### src/rtl/rom_access_arbiter.sv
// Single-port instruction ROM arbiter: shares the ROM between the core fetch
// path and a program-loader write channel. Loader writes win, but a burst
// limit guarantees a pending fetch is granted at least every MAX_BURST+1 cycles.
module rom_access_arbiter #(
    parameter int unsigned ADDR_W    = 32,
    parameter int unsigned DATA_W    = 32,
    parameter int unsigned ROM_DEPTH = 4096,
    parameter int unsigned MAX_BURST = 4
) (
    input  logic              i_Clk,
    input  logic              i_reset_n,
    // fetch requester
    input  logic              i_fetch_req,
    input  logic [ADDR_W-1:0] i_fetch_addr,
    output logic              o_fetch_gnt,
    output logic [DATA_W-1:0] o_fetch_data,
    output logic              o_fetch_valid,
    output logic              o_hold_flag,
    // loader write channel
    input  logic              i_ld_valid,
    input  logic [ADDR_W-1:0] i_ld_addr,
    input  logic [DATA_W-1:0] i_ld_data,
    output logic              o_ld_ready,
    output logic              o_ld_err,
    input  logic              i_err_clr,
    output logic [15:0]       o_ld_count,
    // ROM pins
    output logic              o_rom_ce,
    output logic              o_rom_we,
    output logic [ADDR_W-1:0] o_rom_w_addr,
    output logic [DATA_W-1:0] o_rom_w_data,
    output logic [ADDR_W-1:0] o_rom_r_addr,
    input  logic [DATA_W-1:0] i_rom_r_data
);

    localparam logic [1:0] S_IDLE  = 2'd0;
    localparam logic [1:0] S_FETCH = 2'd1;
    localparam logic [1:0] S_LOAD  = 2'd2;

    // One bit wider than the address so the limit itself is representable.
    localparam logic [ADDR_W:0] ADDR_LIMIT = (ADDR_W + 1)'(ROM_DEPTH * 4);
    localparam logic [3:0]      BURST_LIM  = 4'(MAX_BURST);

    logic [1:0]        state_q, state_d;
    logic [3:0]        burst_cnt_q, burst_cnt_d;
    logic [DATA_W-1:0] fetch_data_q, fetch_data_d;
    logic              ld_err_q, ld_err_d;
    logic [15:0]       ld_count_q, ld_count_d;

    logic ld_gnt;
    logic fe_gnt;
    logic ld_legal;

    // Grant decision; gated by reset so nothing reaches the ROM pins while in reset.
    always_comb begin
        ld_gnt   = i_reset_n & i_ld_valid & ((burst_cnt_q < BURST_LIM) | ~i_fetch_req);
        fe_gnt   = i_reset_n & i_fetch_req & ~ld_gnt;
        ld_legal = (i_ld_addr[1:0] == 2'b00) & ({1'b0, i_ld_addr} < ADDR_LIMIT);
    end

    // ROM pin and handshake outputs for the granted requester.
    always_comb begin
        o_fetch_gnt   = fe_gnt;
        o_ld_ready    = ld_gnt;
        o_hold_flag   = i_reset_n & i_fetch_req & ~fe_gnt;
        o_rom_ce      = ld_gnt | fe_gnt;
        o_rom_we      = ld_gnt & ld_legal;
        o_rom_w_addr  = ld_gnt ? i_ld_addr : '0;
        o_rom_w_data  = ld_gnt ? i_ld_data : '0;
        o_rom_r_addr  = fe_gnt ? i_fetch_addr : '0;
        // The state remembers last cycle's grant, so a fetch grant last cycle
        // means the registered word is fresh now.
        o_fetch_valid = (state_q == S_FETCH);
        o_fetch_data  = fetch_data_q;
        o_ld_err      = ld_err_q;
        o_ld_count    = ld_count_q;
    end

    // Next-state: grant record, burst counter, fetch capture, error and count.
    always_comb begin
        state_d      = S_IDLE;
        burst_cnt_d  = '0;
        fetch_data_d = fetch_data_q;
        ld_err_d     = ld_err_q;
        ld_count_d   = ld_count_q;

        if (ld_gnt) begin
            state_d = S_LOAD;
            burst_cnt_d = (burst_cnt_q < BURST_LIM) ? burst_cnt_q + 4'd1 : burst_cnt_q;
        end else if (fe_gnt) begin
            state_d      = S_FETCH;
            fetch_data_d = i_rom_r_data;
        end

        if (ld_gnt && ld_legal) begin
            ld_count_d = ld_count_q + 16'd1;
        end

        // An illegal beat wins over a clear in the same cycle.
        if (ld_gnt && !ld_legal) begin
            ld_err_d = 1'b1;
        end else if (i_err_clr) begin
            ld_err_d = 1'b0;
        end
    end

    // State registers with asynchronous active-low reset.
    always_ff @(posedge i_Clk or negedge i_reset_n) begin
        if (!i_reset_n) begin
            state_q      <= S_IDLE;
            burst_cnt_q  <= '0;
            fetch_data_q <= '0;
            ld_err_q     <= 1'b0;
            ld_count_q   <= '0;
        end else begin
            state_q      <= state_d;
            burst_cnt_q  <= burst_cnt_d;
            fetch_data_q <= fetch_data_d;
            ld_err_q     <= ld_err_d;
            ld_count_q   <= ld_count_d;
        end
    end

endmodule

### config.mk
export PLATFORM = sky130hd
export DESIGN_NAME = rom_access_arbiter
export DESIGN_NICKNAME = d
export VERILOG_FILES = /design/src/rtl/rom_access_arbiter.sv
export SDC_FILE = /design/constraint.sdc
export NUM_CORES = 1
export LEC_CHECK = 0
export BUFFER_PORTS_ARGS = -buffer_cell sky130_fd_sc_hd__buf_2
export CAP_MARGIN = 40
export CORE_AREA = 2 2 110 112
export DETAILED_ROUTE_END_ITERATION = 10
export DIE_AREA = 0 0 112 114
export PLACE_DENSITY = 0.66
export SYNTH_ARGS = -nofsm -noshare
export SYNTH_HDL_FRONTEND = slang
export SYNTH_SLANG_ARGS = --single-unit
### constraint.sdc
create_clock -name i_Clk -period 3.15 [get_ports i_Clk]
set_input_delay 0.63 -clock i_Clk [delete_from_list [all_inputs] [get_ports i_Clk]]
set_output_delay 0.63 -clock i_Clk [all_outputs]
set_load 0.005 [all_outputs]
After elaboration in Yosys (flattened, before gate mapping)
Index checks and enable logic that the tools add are counted.
- latch bits: 0
- input port bits: 133
- RAM bits: 0
- register bits after elaboration: 55
- memories kept: 0
- memory bits (read-only): 0
- shifts and indexed selects: 0
- $add $sub $neg: 2
- multipliers: 0
- equal/unequal tests: 2
- multiplexer cells: 9
- bitwise operators: 12
- reductions and logical operators: 6
- div/mod/pow operators: 0
- $lt $le $gt $ge: 2
- operators with widths (operator ; count):
    2-to-1 mux 32 bit ; 3
    less-than comparator 32 x 15 -> 1 bit, second input constant ; 1
    adder 16 x 1 -> 16 bit, second input constant ; 1
    2-to-1 mux 4 bit ; 2
    AND 1 bit ; 7
    adder 4 x 1 -> 4 bit, second input constant ; 1
    less-than comparator 4 x 3 -> 1 bit, second input constant ; 1
    2-to-1 mux 1 bit ; 3
    inverter 1 bit ; 3
    == test 2 x 1 -> 1 bit, second input constant ; 1
    logical AND 1 bit ; 2
    zero test 2 bit ; 1
    2-to-1 mux 2 bit ; 1
    != test 2 x 1 -> 1 bit, second input constant ; 1
    bitwise OR 1 bit ; 2
    AND reduction 2 bit ; 1
    nonzero test 2 bit ; 1
    zero test 1 bit ; 1

Logic depth before layout (Yosys ltp)
- depth in word-level cells: 7
- mapped depth: 6
- gate-level depth less buffers: 5

Worst setup path before layout
Ideal clock, no wire load.
- path kind: input-to-output
- from: in i_fetch_req
- to: out o_rom_w_addr[24]
- slack: 991 ps
- stages on the path: 6
- arrival: 1529 ps
- path buffers: 2
- cells stage by stage: o21ai_2 -> nand3_2 -> inv_1 -> clkbuf_1 -> clkbuf_1 -> and2_1
- longest elaborated chain between the ends: 4
- ends and longest elaborated chain (element ; line ; RTL):
    from (decl) ; 13 ; input logic i_fetch_req,
    inverter 1 bit ; 56 ; ld_gnt = i_reset_n & i_ld_valid & ((burst_cnt_q < BURST_LIM) | ~i_fetch_req);
    bitwise OR 1 bit ; 56 ;
    AND 1 bit ; 56 ;
    2-to-1 mux 32 bit ; 68 ; o_rom_w_addr = ld_gnt ? i_ld_addr : '0;
    to (decl) ; 30 ; output logic [ADDR_W-1:0] o_rom_w_addr,
Every way passes these cells.

Worst setup path in the final report
- from: reg burst_cnt_q[2]
- to: out o_rom_w_addr[31]
- longest elaborated chain between the ends: 4
- ends and longest elaborated chain (element ; line ; RTL):
    from (decl) ; 45 ; logic [3:0] burst_cnt_q, burst_cnt_d;
    from (signal assigned) ; 117 ; burst_cnt_q <= burst_cnt_d;
    less-than comparator 4 x 3 -> 1 bit ; 56 ;
    bitwise OR 1 bit ; 56 ;
    AND 1 bit ; 56 ;
    2-to-1 mux 32 bit ; 68 ;
Every way passes these cells.

==> run summary <==
Endpoints failing hold = 0
RSZ-0062 raised after global routing = no
Min Tclk post-route = 2.622 ns
Status = finished, final reports clean
# hold bufs at CTS = 0
Worst-path maximum fanout = 68
Vias = 3083
Layout cells sized above 1 = 59.65%
H-Tree Level Count = 2
Max-cap viol count = 0
Gpl congestion = 0.8761
# rows = 40
Share of Yosys cell area claimed by the top area cell type = 44.44%
Metal2 WL = 5.309 mm
Sw Share = 24.60%
Flop pwr share = 44.0%
Post CTS Setup Buffer Count = 0
Post-synth EDFFs = 0
Gr usage total = 14.74%
Average routed wire per standard cell = 14.62 um
IO Pins = 284
Final Cycle Share = 83.25%
Final HPWL DP = 8.388 mm
Leading area contributor after synthesis = dfrtp_1
Worst relative slew slack = 69.96%
Starting Density = 26.44%
WP data arrival = 1.99 ns
Die Y = 114 um
Max Clock Skew = 0.008348 ns
Longest Clk Path Bufs = 2
Clk sink count = 55
Async SR Flop Fraction = 100.0%
Mapped cell area = 3097 um^2
CTS resizes = 0
Yosys warns = 0
Critical path required time = 2.52 ns
Largest net degree at the start of global routing = 69
FF+latch count, synth = 55
CP endpoint kind = output port
Psw = 0.4618 mW
Power Dens Cells = 390.5 nW/um^2
# setup viols final = 0
Max VDD drop = 0.0002148 V
Logic pwr share = 22.5%
Seq/Total Area, Yosys = 44.44%
Area Overhead vs Synth = 55.23%
Clock Pin Slew Worst Setup and Hold Paths = 0.07 ns
Post-route cell area = 4807 um^2
Leakage power figure = 2.785 nW
Die X = 112 um
Clk_lat worst skew = 0.29 ns
Vias per cell = 4.330
Top FF cell, synth = dfrtp_1
First-pass GRT wire length = 14.92 mm
Residual DRC count = 0
TritonCTS Buffers = 5
Top-count cell post-synth = and2_1
Max-slew violations = 0
Initial DRC count = 85
Clock share of power = 33.5%
Pint = 1.415 mW
CTS root buffer = clkbuf_16
Fillcell total = 1145
Die Area = 12770 um^2
Netlist cell types = 31
CP Class = flop to output port
Core box area = 11710 um^2
Peak Freq = 0.3814 GHz
Syn Nets = 421
Sum Neg Setup Slack = 0 ns
Antenna violations before repair = 0
Placed Instance Area = 4639 um^2
# port buffers = 283
Final nets = 699
Synth Instances = 286
Vias in the first global route = 2878
Startpoint types = flop
Remaining global-route overflow = 0
Met3 wirelength from detailed routing = 876 um
Core Util, Final = 41.05%
Ant diodes = 0
Drt pass-1 iters = 4
Met1 wire length = 4.051 mm
Slew @ Worst Pin = 0.4506 ns
Post-DRT Antenna Nets = 0
Synthesized area per cell = 10.83 um^2
Drt total wl = 10.41 mm
Most frequent cells after synthesis = and2_1, dfrtp_1, mux2_4
Max layer used = met4
Largest cells by area after synthesis = dfrtp_1, and2_1, mux2_4
Worst hold path class = primary input to async pin
CTS tree = yes
[path summary, 6_finish.rpt]
| kind | from | to | slack (ns) | cells after the start |
|---|---|---|---|---|
| min | i_reset_n | burst_cnt_q[2]$_DFFE_PN0P_ | 0.19 | 1 |
| max in group asynchronous | i_reset_n | o_fetch_data[0]$_DFFE_PN0P_ | 1.94 | 3 |
| min in group i_Clk | o_ld_count[15]$_DFFE_PN0P_ | o_ld_count[15]$_DFFE_PN0P_ | 0.47 | 1 |
| max | burst_cnt_q[2]$_DFFE_PN0P_ | o_rom_w_addr[31] | 0.53 | 6 |
| min reg2reg | o_ld_count[15]$_DFFE_PN0P_ | o_ld_count[15]$_DFFE_PN0P_ | 0.47 | 1 |
| max reg2reg | burst_cnt_q[2]$_DFFE_PN0P_ | o_fetch_data[7]$_DFFE_PN0P_ | 1.12 | 5 |
[final cells by class]
type | count | area (um^2) | share of cell area (%)
Inverter | 5 | 18.77 | 0.3904
Clock buffer | 6 | 128.9 | 2.681
Timing Repair Buffer | 288 | 1454 | 30.24
Tap cell | 147 | 183.9 | 3.826
Clock inverter | 2 | 38.79 | 0.8069
Sequential cell | 55 | 1376 | 28.63
Multi-Input combinational cell | 209 | 1607 | 33.42
[layout by cell type, fill, tap and decap left out, types with 3 or more instances in the layout]
cell	netlist	layout
nor2_1	5	5
nor3_1	11	11
dfrtp_1	55	55
nand2_1	6	6
inv_1	5	5
nor4_1	7	7
nand3_1	7	7
buf_4	0	5
mux2_4	17	17
xor2_1	14	14
and2_1	98	98
clkbuf_16	0	5
o21ai_0	3	3
buf_2	1	283
mux2_2	16	16
nand4_1	3	3
[power by group through the flow]
| stage | Sequential (mW) | Combinational, mW | Clock (mW) |
|---|---|---|---|
| floorplan | 0.842 | 0.171 | 0 |
| global placement | 0.835 | 0.425 | 0 |
| detailed placement | 0.835 | 0.432 | 0 |
| CTS | 0.827 | 0.430 | 0.657 |
| global route | 0.837 | 0.462 | 0.683 |
| finish | 0.825 | 0.422 | 0.629 |
[sequential cells by signal, indices dropped and copies added (netlist names)]
name and count:
o_ld_count 16, o_ld_err 1, state_q 2, o_fetch_data 32, burst_cnt_q 4
[logic make-up (layout without fill, tap and decap cells)]
| family | count (synthesis) | after routing | synth area share (%) |
|---|---|---|---|
| AND/OR/NAND/NOR | 151 | 151 | 31.15 |
| flip-flops | 55 | 55 | 44.44 |
| multiplexers | 33 | 33 | 14.06 |
| buffers and inverters | 22 | 301 | 3.676 |
| XOR/XNOR | 16 | 16 | 4.525 |
| AO/OA/AOI/OAI | 7 | 7 | 1.333 |
| adder cells (fa/ha/maj) | 2 | 2 | 0.8080 |
[routing by layer]
layer / global-route usage (%) / vias up
met1: 17.72 / 1411
met2: 26.10 / 160
li1: - / 1502
met4: 4.553 / 0
met3: 3.719 / 10
met5: 0 / -
[stage by stage]
step,instances,power (mW),setup WS (ns),hold slack (ns)
2_1_floorplan,286,1.013,0.9907,0.3344
3_3_place_gp,704,1.260,0.6143,0.4518
3_5_place_dp,704,1.267,0.5596,0.4636
4_1_cts,712,1.914,0.5194,0.1857
5_1_grt,712,1.981,0.3693,0.1850
6_report,712,1.877,0.5277,0.1916
[worst max-delay path, cell delays in order, from the launching register on]
cell,delay [ns]
dfrtp_1,0.42
o21ai_2,0.20
nand3_2,0.17
inv_1,0.09
buf_4,0.39
and2_1,0.27
buf_2,0.14
Power figures use the tool's default switching activity.
